[config.mk]
export PLATFORM = sky130hd
export DESIGN_NAME = ro_freq_counter
export DESIGN_NICKNAME = d
export VERILOG_FILES = /design/src/rtl/ro_freq_counter_pkg.sv /design/src/rtl/ro_freq_counter_sync_edge.sv /design/src/rtl/ro_freq_counter.sv
export SDC_FILE = /design/constraint.sdc
export NUM_CORES = 1
export LEC_CHECK = 0
export CAP_MARGIN = 20
export CORE_MARGIN = 2
export CORE_UTILIZATION = 35
export DETAILED_ROUTE_END_ITERATION = 6
export GPL_ROUTABILITY_DRIVEN = 0
export PLACE_DENSITY = 0.63
export SLEW_MARGIN = 30
export SYNTH_ARGS = -nofsm -noshare
export SYNTH_HDL_FRONTEND = slang
export SYNTH_HIERARCHICAL = 1
export SYNTH_SLANG_ARGS = --single-unit
export TNS_END_PERCENT = 10
[constraint.sdc]
create_clock -name clk -period 2.9 [get_ports clk]
set_input_delay 0.435 -clock clk [delete_from_list [all_inputs] [get_ports clk]]
set_output_delay 0.435 -clock clk [all_outputs]
set_load 0.02 [all_outputs]
[src/rtl/ro_freq_counter_pkg.sv]
// Shared types and constants for the ring-oscillator frequency counter.
// Holds the FSM state encoding and the helpers that size the settle window and byte readout.
package ro_freq_counter_pkg;

   typedef enum logic [1:0] {
      ST_IDLE   = 2'd0,
      ST_SETTLE = 2'd1,
      ST_COUNT  = 2'd2,
      ST_DONE   = 2'd3
   } state_t;

   localparam int unsigned SYNC_STAGES_DFLT = 2;

   // Settle covers the synchronizer depth plus the edge-detect flop.
   function automatic int unsigned settle_len(input int unsigned sync_stages);
      return sync_stages + 1;
   endfunction

   localparam int unsigned SETTLE_LEN_DFLT = settle_len(SYNC_STAGES_DFLT);

   // Byte-select width; never narrower than one bit.
   function automatic int unsigned bsel_w(input int unsigned cnt_w);
      int unsigned nb;
      nb = (cnt_w + 7) / 8;
      return (nb > 1) ? $clog2(nb) : 1;
   endfunction

endpackage

[src/rtl/ro_freq_counter_sync_edge.sv]
// Multi-flop synchronizer for one asynchronous oscillator input, followed by
// a rising-edge detector on the synchronized level.
module ro_sync_edge
   import ro_freq_counter_pkg::*;
#(
   parameter int unsigned STAGES = SYNC_STAGES_DFLT
) (
   input  logic clk,
   input  logic rst_n,
   input  logic d,
   output logic rise_c
);

   logic [STAGES-1:0] sync_q;
   logic              prev_q;

   always_ff @(posedge clk or negedge rst_n) begin
      if (!rst_n) begin
         sync_q <= '0;
         prev_q <= 1'b0;
      end else begin
         sync_q <= {sync_q[STAGES-2:0], d};
         prev_q <= sync_q[STAGES-1];
      end
   end

   assign rise_c = sync_q[STAGES-1] & ~prev_q;

endmodule

[src/rtl/ro_freq_counter.sv]
// Gated edge counter for a bank of ring oscillators: counts rising edges of the
// selected oscillator over a programmable window and exposes the result bytewise.
module ro_freq_counter
   import ro_freq_counter_pkg::*;
#(
   parameter int unsigned NUM_OSC     = 3,
   parameter int unsigned CNT_W       = 16,
   parameter int unsigned GATE_W      = 16,
   parameter int unsigned SYNC_STAGES = 2
) (
   input  logic                       clk,
   input  logic                       rst_n,
   input  logic [NUM_OSC-1:0]         osc_in,
   input  logic [1:0]                 osc_sel,
   input  logic [GATE_W-1:0]          gate_len,
   input  logic                       start,
   output logic                       busy,
   output logic                       done,
   output logic [CNT_W-1:0]           count,
   output logic                       overflow,
   input  logic [bsel_w(CNT_W)-1:0]   byte_sel,
   output logic [7:0]                 byte_out
);

   localparam int unsigned NBYTES     = (CNT_W + 7) / 8;
   localparam int unsigned PAD_W      = NBYTES * 8;
   localparam int unsigned BSEL_W     = bsel_w(CNT_W);
   localparam int unsigned SETTLE_LEN = settle_len(SYNC_STAGES);
   localparam logic [CNT_W-1:0] CNT_MAX = '1;

   state_t             state_q, state_nxt;
   logic [1:0]         sel_q;
   logic [GATE_W-1:0]  gate_q;
   logic [GATE_W-1:0]  phase_cnt;
   logic [CNT_W-1:0]   edge_cnt;
   logic               ovf_q;

   logic [NUM_OSC-1:0] rise_vec;
   logic               rise_sel;
   logic               accept;
   logic               settle_last;
   logic               gate_last;
   logic [CNT_W-1:0]   edge_nxt;
   logic               ovf_nxt;
   logic [PAD_W-1:0]   count_pad;

   for (genvar g = 0; g < NUM_OSC; g++) begin : g_sync
      ro_sync_edge #(.STAGES(SYNC_STAGES)) u_sync (
         .clk    (clk),
         .rst_n  (rst_n),
         .d      (osc_in[g]),
         .rise_c (rise_vec[g])
      );
   end

   // Out-of-range selects fall through to a constant 0.
   always_comb begin
      rise_sel = 1'b0;
      for (int i = 0; i < NUM_OSC; i++) begin
         if (sel_q == 2'(i)) rise_sel = rise_vec[i];
      end
   end

   always_comb begin
      edge_nxt = edge_cnt;
      ovf_nxt  = ovf_q;
      if (rise_sel) begin
         if (edge_cnt == CNT_MAX) ovf_nxt  = 1'b1;
         else                     edge_nxt = edge_cnt + CNT_W'(1);
      end
   end

   always_ff @(posedge clk or negedge rst_n) begin
      if (!rst_n) state_q <= ST_IDLE;
      else        state_q <= state_nxt;
   end

   always_comb begin
      state_nxt   = state_q;
      accept      = 1'b0;
      settle_last = 1'b0;
      gate_last   = 1'b0;
      case (state_q)
         ST_IDLE: begin
            if (start) begin
               accept    = 1'b1;
               state_nxt = ST_SETTLE;
            end
         end
         ST_SETTLE: begin
            if (phase_cnt == GATE_W'(SETTLE_LEN - 1)) begin
               settle_last = 1'b1;
               state_nxt   = ST_COUNT;
            end
         end
         ST_COUNT: begin
            if (phase_cnt == gate_q - GATE_W'(1)) begin
               gate_last = 1'b1;
               state_nxt = ST_DONE;
            end
         end
         ST_DONE:  state_nxt = ST_IDLE;
         default:  state_nxt = ST_IDLE;
      endcase
   end

   // Datapath and registered outputs; the result is loaded on the last gate
   // cycle so done and count appear together in the DONE cycle.
   always_ff @(posedge clk or negedge rst_n) begin
      if (!rst_n) begin
         sel_q     <= '0;
         gate_q    <= '0;
         phase_cnt <= '0;
         edge_cnt  <= '0;
         ovf_q     <= 1'b0;
         busy      <= 1'b0;
         done      <= 1'b0;
         count     <= '0;
         overflow  <= 1'b0;
      end else begin
         done <= 1'b0;
         case (state_q)
            ST_IDLE: begin
               if (accept) begin
                  sel_q     <= osc_sel;
                  gate_q    <= (gate_len == '0) ? GATE_W'(1) : gate_len;
                  phase_cnt <= '0;
                  edge_cnt  <= '0;
                  ovf_q     <= 1'b0;
                  busy      <= 1'b1;
               end
            end
            ST_SETTLE: begin
               phase_cnt <= settle_last ? '0 : phase_cnt + GATE_W'(1);
            end
            ST_COUNT: begin
               phase_cnt <= phase_cnt + GATE_W'(1);
               edge_cnt  <= edge_nxt;
               ovf_q     <= ovf_nxt;
               if (gate_last) begin
                  count    <= edge_nxt;
                  overflow <= ovf_nxt;
                  done     <= 1'b1;
               end
            end
            ST_DONE: busy <= 1'b0;
            default: ;
         endcase
      end
   end

   assign count_pad = PAD_W'(count);

   always_comb begin
      byte_out = 8'h00;
      for (int unsigned i = 0; i < NBYTES; i++) begin
         if (byte_sel == BSEL_W'(i)) byte_out = count_pad[i*8 +: 8];
      end
   end

endmodule
**Word level (Yosys, flattened, before mapping)**

Cells that the tools add are included.

- Output and inout port bits: 27
- Word-level logic and storage cells: 78
- Register bits: 81
- Input port bits: 25

- Muxes and demuxes: 29
- Equal/unequal tests: 12
- Reduce and logical (&&, ||, !) cells: 12
- Add/sub/neg operators: 3
- Bitwise operators: 6

Operator list:

| cell | count |
|---|---|
| 16-bit 2-to-1 mux | 5 |
| 16-bit one-hot mux with 3 select lines | 1 |
| 16-bit by 1-bit adder with 16-bit output, second input constant | 2 |
| 16-bit one-hot mux with 2 select lines | 1 |
| 16-bit == test | 1 |
| 16-bit == test, second input constant | 1 |
| 16-bit by 2-bit == test with 1-bit output, second input constant | 1 |
| 16-bit zero test | 1 |
| 16-bit by 1-bit subtractor with 16-bit output, second input constant | 1 |
| 1-bit 2-to-1 mux | 15 |
| 2-bit AND reduction | 5 |
| 8-bit 2-to-1 mux | 1 |
| 2-bit != test, second input constant | 4 |
| 2-bit one-hot mux with 4 select lines | 1 |
| 2-bit == test, second input constant | 3 |
| 2-bit 2-to-1 mux | 3 |
| 2-bit by 1-bit == test with 1-bit output, second input constant | 2 |
| 2-bit zero test | 2 |
| 1-bit one-hot mux with 2 select lines | 2 |
| 2-bit nonzero test | 2 |
| 1-bit AND | 3 |
| 1-bit NOT | 3 |
| 3-bit AND reduction | 1 |
| 3-bit nonzero test | 1 |

**Depth between registers and ports, before layout**

Gate-level depths: netlist of the first run.

- Depth in word-level cells: 7
- Mapped depth: 10
- Gate-level depth less buffers: 9

**Hierarchy**

Netlist of the first run, hierarchy kept.

Modules (own cells, without submodules):

| module | area each (µm²) | times used | cells each | sequential area each (µm²) |
|---|---|---|---|---|
| ro_freq_counter | 4,276.6 | 1 | 420 | 1,801.7 |
| ro_sync_edge | 88.8 | 3 | 4 | 75.1 |

**Worst setup path before layout of the first run**

OpenSTA, ideal clock, no wires.

- Kind: register to register
- Start: register gate_q[0]
- End: register count[10]
- Setup time: 0.125 ns
- Period minus slack after synthesis: 2.377 ns
- Setup slack: 0.523 ns
- Data required time: 2.775 ns
- Data arrival time: 2.252 ns
- Stages on the path, launching flop included: 11
- Buffers on the path: 1
- Cells stage by stage: dfrtp_1 > inv_1 > ha_1 > nor4b_4 > nand3b_1 > xnor2_1 > a211oi_1 > and3_1 > nand3_4 > buf_6 > mux2_4

- Longest elaborated chain between the ends: 5

RTL lines:

| element | RTL line | RTL |
|---|---|---|
| start: declaration | ro_freq_counter.sv:33 | `logic [GATE_W-1:0] gate_q;` |
| start signal: assignment | ro_freq_counter.sv:126 | `gate_q <= (gate_len == '0) ? GATE_W'(1) : gate_len;` |
| 16-bit by 1-bit subtractor with 16-bit output | ro_freq_counter.sv:97 | `if (phase_cnt == gate_q - GATE_W'(1)) begin` |
| 16-bit == test | ro_freq_counter.sv:97 |  |
| 1-bit 2-to-1 mux | ro_freq_counter.sv:97 |  |
| 1-bit 2-to-1 mux | ro_freq_counter.sv:83 | `case (state_q)` |
| 2-bit AND reduction (no source line) | -- |  |
| end signal: assignment | ro_freq_counter.sv:141 | `count <= edge_nxt;` |
| end: declaration | ro_freq_counter.sv:19 | `output logic [CNT_W-1:0] count,` |

No other way between the ends.
A chain may end at the register's enable or synchronous reset.

**Final worst setup path of the first run**

- Start: register gate_q[0]
- End: register count[5]

Same word-level chain as after synthesis.

==> metrics, run 1 <==
via density per instance=slightly above 5; power density over cell area=757 mW/mm^2; CTS sink cnt=slightly above 80; drt first-iter violations=between 150 and 200; async set-reset flop share out of synthesis=100%; setup repair after global routing missed its margin=false; cell count after synthesis=around 430; Post-Route WL=roughly 10000 microns; Die Y-Extent=approximately 120 microns; Worst setup SP type=flop; slowest cell on the critical path=sky130_fd_sc_hd__dfrtp_1; area of the placeable core=approximately 0.013 sq mm; time the worst path needs with I/O delays and setup=2.59 ns; sequential share of the synthesized area=between 40% and 50%; area of the multi-input gates=roughly 0.0024 sq mm; HPWL after DPL=7250 microns; number of warning messages in the yosys log=6; share of the cycle needed by the critical path after routing=between 80% and 90%; antenna diode count=0; maximum vdd ir drop=about 0.41 mV; final layout net count=between 500 and 600; grt ovf=0; initial antenna violation count=0; category of the most critical setup path=flop to flop; row count=41; summed negative setup slack over all endpoints=0 ns; kind of end point of the critical path=flop; synthesized netlist net count=approximately 470; Worst Max-Slew Pin Slew=0.670 ns; Most used DFF post-synth=sky130_fd_sc_hd__dfrtp_1; placed cells=roughly 640; syn_area_per_cell=~11 sq um; Buf/Inv on CP=2; Crit path required time=around 3.1 ns; Critical Path Max Stage Delay=0.42 ns; cells along the critical path=inv_1, ha_1, nor4b_4, nand3b_1, xnor2_1, a211oi_1, and3_1, nand3_4, buf_12, mux2_4; post-placement cell area=0.00523 sq mm; Post-route DRC=0; post-route insts no fill=between 600 and 700; first-pass GRT wire length=between 15,000 and 20,000 microns; most common cell after layout, fill and taps aside=sky130_fd_sc_hd__dfrtp_1; Finished Cell Area=between 0.005 and 0.006 sq mm; Port Buf Inserts=51; Mapped Area=roughly 0.0045 sq mm; Area Overhead vs Synth=22.3%; number of filler cells placed in the layout=1,215; Leakage=around 2.4 nW; maximum number of pins on one net before global-route repair=37; layout cells sized above 1=around 16%; H-tree depth=3; Arrival @ worst endpoint=between 2 and 3 ns; post-detailed-route wirelength per cell=14.9 microns; total CTS buffers=9; Max Slew Vio Count=0; Max Buffers Root-to-Sink=2; Register Area=~0.002 sq mm; source-to-sink clock delay at the later pin of the worst-skew pair=between 0.3 and 0.4 ns; number of global-route vias before repair=between 3,000 and 4,000; clock-pin transition on the worst setup and hold timing paths=around 0.05 ns; count of flip-flops with a built-in enable after synthesis=0; overall global routing resource usage=between 15 and 20%; hold crit path type=input port to asynchronous set/reset pin; clock tree from TritonCTS=done; number of iterations in the first detailed-routing pass=4; count of endpoints failing setup in the final report=0; Worst path top cell family by delay=simple AND/OR/NAND/NOR gates; Die Wd=between 100 and 150 microns; clock root buffer master=sky130_fd_sc_hd__clkbuf_16; final worst clock skew=between 0.006 and 0.007 ns; initial cell density of the core=between 30% and 40%; Final ANT Viol Nets=0; count of endpoints failing hold in the final timing report=0; via total after detailed routing=3,387; #FFs+latches synth=between 80 and 90; Boundary Pins=52; remaining max-slew budget at the tightest pin=between 50% and 60%; Die ar.=approximately 0.014 sq mm; biggest fanout along the worst timing path=17; leading cell types in the layout, fill and taps excluded=81 x sky130_fd_sc_hd__dfrtp_1, 50 x sky130_fd_sc_hd__clkdlybuf4s50_1, 36 x sky130_fd_sc_hd__o21ai_0, 33 x sky130_fd_sc_hd__mux2_2, 31 x sky130_fd_sc_hd__nand2_1; Finished Core Util=a little over two fifths; max frequency=a little under 0.4 GHz; outcome=finished, final reports clean; max-cap check violation count=0; unique cell type count in the Yosys netlist=53
## synthesized netlist by cell type (11+ instances only)
master	count	area share, %
sky130_fd_sc_hd__xor2_1	15	2.9
sky130_fd_sc_hd__nand2_1	31	2.6
sky130_fd_sc_hd__nor2_1	13	1.1
sky130_fd_sc_hd__a21oi_1	11	1.2
sky130_fd_sc_hd__o31ai_1	11	1.8
sky130_fd_sc_hd__xnor2_1	24	4.6
sky130_fd_sc_hd__clkbuf_1	12	0.99
sky130_fd_sc_hd__dfrtp_1	81	45
sky130_fd_sc_hd__o21ai_0	36	4.0
sky130_fd_sc_hd__nand3_1	20	2.2
sky130_fd_sc_hd__and3_1	11	1.5
sky130_fd_sc_hd__mux2_2	33	8.2
## state kept, by name, indices dropped and copies added, names as in the netlist
name and cells:
phase_cnt 16, sel_q 2, state_q 2, edge_cnt 16, count 16, ovf_q 1
busy 1, overflow 1, g_sync.u_sync/prev_q 3, g_sync.u_sync/sync_q 6, done 1, gate_q 16
## metal layers
| layer | wire (microns) | vias to the layer above | GRT usage [%] |
|---|---|---|---|
| met3 | 548 | 11 | 3.97 |
| met1 | 4650 | 1637 | 21.0 |
| met4 | 154 | 0 | 5.87 |
| met2 | 4480 | 79 | 22.7 |
| li1 | - | 1660 | - |
| met5 | 0 | - | 0 |
## power breakdown
part / total (mW) / switching (mW) / leakage [nW] / internal, mW
clock network: 1.17 / 0.436 / 0.153 / 0.736
registers: 1.58 / 0.272 / 1.06 / 1.31
logic: 1.45 / 0.798 / 1.15 / 0.647
## logic make-up after synthesis
group	synth area share, %
xor+xnor	7.52
flops	44.6
buf+inv	2.97
mux	12.8
fa+ha+maj	2.20
simple gates	18.8
compound gates	11.1
## through the flow
step	power, mW	worst slack, ns	hold slack, ns
2_1_floorplan	2.64	0.523	0.139
3_3_place_gp	3.01	0.314	0.333
3_5_place_dp	3.05	0.192	0.336
4_1_cts	4.24	0.200	0.0533
5_1_grt	4.51	0.0661	0.0759
6_report	4.20	0.308	0.0428
## what timing repair did
| action | 4_1_cts | 5_1_grt |
|---|---|---|
| gates resized for setup | 0 | 0 |
| setup buffers | 0 | 1 |
| setup endpoints to repair | 0 | 17 |
| hold buffers | 0 | 0 |
## cell type report
cell class / count / share of cell area (%)
multi-input cells: 321 / 42.9
flip-flops and latches: 81 / 36.5
inverters: 9 / 0.608
well taps: 172 / 3.87
clock inverters: 2 / 0.631
clock buffers: 14 / 4.93
repair buffers: 60 / 10.6
## worst paths after layout
kind / cells after the start / slack, ns / start / end
worst max-delay path: 10 / 0.31 / gate_q[0] / count[5]
worst min-delay path: 1 / 0.04 / rst_n / gate_q[7]
worst max register to register: 10 / 0.31 / gate_q[0] / count[5]
worst min register to register: 0 / 0.35 / g_sync[0].u_sync/sync_q[0] / g_sync[0].u_sync/sync_q[1]
max in group asynchronous: 2 / 2.16 / rst_n / edge_cnt[2]
min in group clk: 0 / 0.35 / g_sync[0].u_sync/sync_q[0] / g_sync[0].u_sync/sync_q[1]
## worst reg2reg max path: stages (launching register included)
cell,delay [ns]
sky130_fd_sc_hd__dfrtp_1,0.42
sky130_fd_sc_hd__inv_1,0.10
sky130_fd_sc_hd__ha_1,0.21
sky130_fd_sc_hd__nor4b_4,0.35
sky130_fd_sc_hd__nand3b_1,0.14
sky130_fd_sc_hd__xnor2_1,0.15
sky130_fd_sc_hd__a211oi_1,0.24
sky130_fd_sc_hd__and3_1,0.27
sky130_fd_sc_hd__nand3_4,0.10
sky130_fd_sc_hd__buf_12,0.18
sky130_fd_sc_hd__mux2_4,0.32
Note: power is estimated with default switching activity, not from simulation.
==> run 2, diff against run 1 <==
CELL_PAD_IN_SITES_DETAIL_PLACEMENT = 1   (was not set)
CELL_PAD_IN_SITES_GLOBAL_PLACEMENT = 2   (was not set)
CORE_UTILIZATION = 37   (was 35)
PLACE_DENSITY = not set   (was 0.63)
PLACE_DENSITY_LB_ADDON = 0.1   (was not set)
==> metrics, run 2 (same netlist as run 1, synthesis figures left out) <==
outcome=finished, final reports clean (unchanged); count of buffers added by post-CTS timing repair for setup=0 (unchanged); area of the placeable core=0.0120 sq mm (was 0.0127 sq mm); Post-Route WL=11,200 microns (was 9830 microns); leading cell types in the layout, fill and taps excluded=81 x sky130_fd_sc_hd__dfrtp_1, 50 x sky130_fd_sc_hd__clkdlybuf4s50_1, 36 x sky130_fd_sc_hd__o21ai_0, 33 x sky130_fd_sc_hd__mux2_2, 31 x sky130_fd_sc_hd__nand2_1 (unchanged); P_int=2.56 mW (was 2.70 mW); end of the critical path=count[3] (was count[5]); source-to-sink clock delay at the later pin of the worst-skew pair=0.34 ns (was 0.35 ns); count of endpoints failing setup in the final report=0 (unchanged); endpoint of the worst register-to-register path=count[3] (was count[5]); time the worst path needs with I/O delays and setup=2.69 ns (was 2.59 ns); Area Overhead vs Synth=20.6% (was 22.3%); Die Wd=115 microns (was 118 microns); Arrival @ worst endpoint=2.92 ns (was 2.82 ns); Post-route DRC=0 (unchanged); final layout net count=513 (was 515); number of gates resized after CTS=0 (unchanged); maximum number of pins on one net before global-route repair=48 (was 37); overall global routing resource usage=18.6% (was 15.2%); Max Buffers Root-to-Sink=2 (unchanged); CTS sink cnt=81 (unchanged); Worst Max-Slew Pin Slew=0.682 ns (was 0.670 ns); summed negative setup slack over all endpoints=0 ns (unchanged); clock tree from TritonCTS=done (unchanged); remaining max-slew budget at the tightest pin=54.4% (was 55.2%); kind of end point of the critical path=flop (unchanged); clock-pin transition on the worst setup and hold timing paths=0.06 ns (was 0.05 ns); Comb pwr share=35.5% (was 34.4%); max-cap check violation count=0 (unchanged); max frequency=0.372 GHz (was 0.386 GHz); clock root buffer master=sky130_fd_sc_hd__clkbuf_16 (unchanged); sw power=1.59 mW (was 1.51 mW); number of global-route vias before repair=3,557 (was 3,349); Finished Core Util=45.6% (was 43.8%); count of endpoints failing hold in the final timing report=0 (unchanged); number of filler cells placed in the layout=1,308 (was 1,215); drt first-iter violations=106 (was 196); via total after detailed routing=3,426 (was 3,387); share of the cycle needed by the critical path after routing=92.7% (was 89.4%); Boundary Pins=52 (unchanged); final worst clock skew=0.00670 ns (was 0.00606 ns); placed cells=616 (was 642); post-placement cell area=0.00520 sq mm (was 0.00523 sq mm); source of the critical timing path=gate_q[0] (unchanged); Register-to-Register Setup Slack=0.21 ns (was 0.31 ns); most common cell after layout, fill and taps aside=sky130_fd_sc_hd__dfrtp_1 (unchanged); sequential fraction of design power=38.5% (was 37.7%); Die ar.=0.0132 sq mm (was 0.0139 sq mm); Crit path required time=3.13 ns (about the same); antenna diode count=0 (unchanged); maximum vdd ir drop=0.361 mV (was 0.413 mV); Worst setup SP type=flop (unchanged); total CTS buffers=9 (unchanged); relative contribution of the clock network to total power=26.0% (was 27.9%); Leakage=2.34 nW (was 2.37 nW); number of iterations in the first detailed-routing pass=4 (unchanged); post-detailed-route wirelength per cell=17.7 microns (was 14.9 microns); grt ovf=0 (unchanged); number of hold-repair buffers added at the cts stage=0 (unchanged); row count=40 (was 41); layout cells sized above 1=15.9% (was 15.8%); Max Slew Vio Count=0 (unchanged); Final ANT Viol Nets=0 (unchanged); Finished Cell Area=0.00548 sq mm (was 0.00555 sq mm); post-route insts no fill=632 (was 659); biggest fanout along the worst timing path=17 (unchanged); H-tree depth=3 (unchanged); initial antenna violation count=0 (unchanged); Net Sw Frac=38.2% (was 35.9%); via density per instance=5.42 (was 5.14); category of the most critical setup path=flop to flop (unchanged); first-pass GRT wire length=18,700 microns (was 16,900 microns); Critical R2R Launch=gate_q[0] (unchanged); Port Buf Inserts=51 (unchanged); initial cell density of the core=37.8% (was 35.9%); hold crit path type=input port to asynchronous set/reset pin (unchanged); r2r worst-path depth=9 (was 10); setup repair after global routing missed its margin=false (unchanged); Die Y-Extent=115 microns (was 118 microns); power density over cell area=758 mW/mm^2 (was 757 mW/mm^2); HPWL after DPL=8320 microns (was 7250 microns)
[run 2: cell count changes in the layout (fill, tap and decap cells not counted), sizes merged]
| cell | change |
|---|---|
| buf | -2 |
| bufinv | -1 |
| clkinvlp | +2 |
| inv | +1 |
| clkbuf | -4 |
| clkinv | +2 |
[run 2: how the worst min path moves through the flow]
stage,from,endpoint,slack [ns],cells past startpoint
floorplan,rst_n,busy,0.14,0
global placement,g_sync[2].u_sync/sync_q[0],g_sync[2].u_sync/sync_q[1],0.34,0
detailed placement,g_sync[1].u_sync/sync_q[0],g_sync[1].u_sync/sync_q[1],0.34,0
CTS,rst_n,phase_cnt[5],0.05,1
global route,rst_n,phase_cnt[4],0.07,1
finish,rst_n,phase_cnt[5],0.04,1
[run 2: per-layer routing]
layer / global-route usage (%) / share of wire (%) / vias to the layer above
met2: 26.4 / 42 / 60
met4: 6.99 / 1.6 / 0
met3: 2.95 / 3.8 / 12
met5: 0 / 0 / -
li1: - / - / 1658
met1: 28.3 / 53 / 1696
[run 2: cell type report]
cell class	instances	area [sq um]	share of cell area, %
Multi-Input combinational cell	321	2380	43.4
Sequential cell	81	2030	37.0
Clock buffer	10	239	4.36
Clock inverter	6	42.5	0.776
Inverter	9	33.8	0.616
Tap cell	147	184	3.36
Timing Repair Buffer	58	573	10.5
[run 2: power groups by stage]
stage	combinational [mW]	clock [mW]	sequential, mW
global placement	1.46	0	1.60
floorplan	1.11	0	1.52
detailed placement	1.49	0	1.62
global route	1.67	1.16	1.63
finish	1.48	1.08	1.60
CTS	1.51	1.11	1.60
[run 2: worst max-delay path, stage by stage (launching register included)]
cell and delay, ns:
sky130_fd_sc_hd__dfrtp_1 0.43, sky130_fd_sc_hd__inv_1 0.11, sky130_fd_sc_hd__ha_1 0.21, sky130_fd_sc_hd__nor4b_4 0.35
sky130_fd_sc_hd__nand3b_1 0.14, sky130_fd_sc_hd__xnor2_1 0.14, sky130_fd_sc_hd__nor3_1 0.23, sky130_fd_sc_hd__and3_1 0.27
sky130_fd_sc_hd__nand3_4 0.28, sky130_fd_sc_hd__mux2_4 0.40
[run 2: metrics by stage]
step	worst slack, ns	hold slack [ns]	total power, mW
after floorplan	0.523	0.139	2.64
after global placement	0.299	0.335	3.07
after detailed placement	0.186	0.341	3.10
after CTS	0.191	0.0512	4.22
after global routing	0.0197	0.0710	4.46
final	0.211	0.0383	4.15
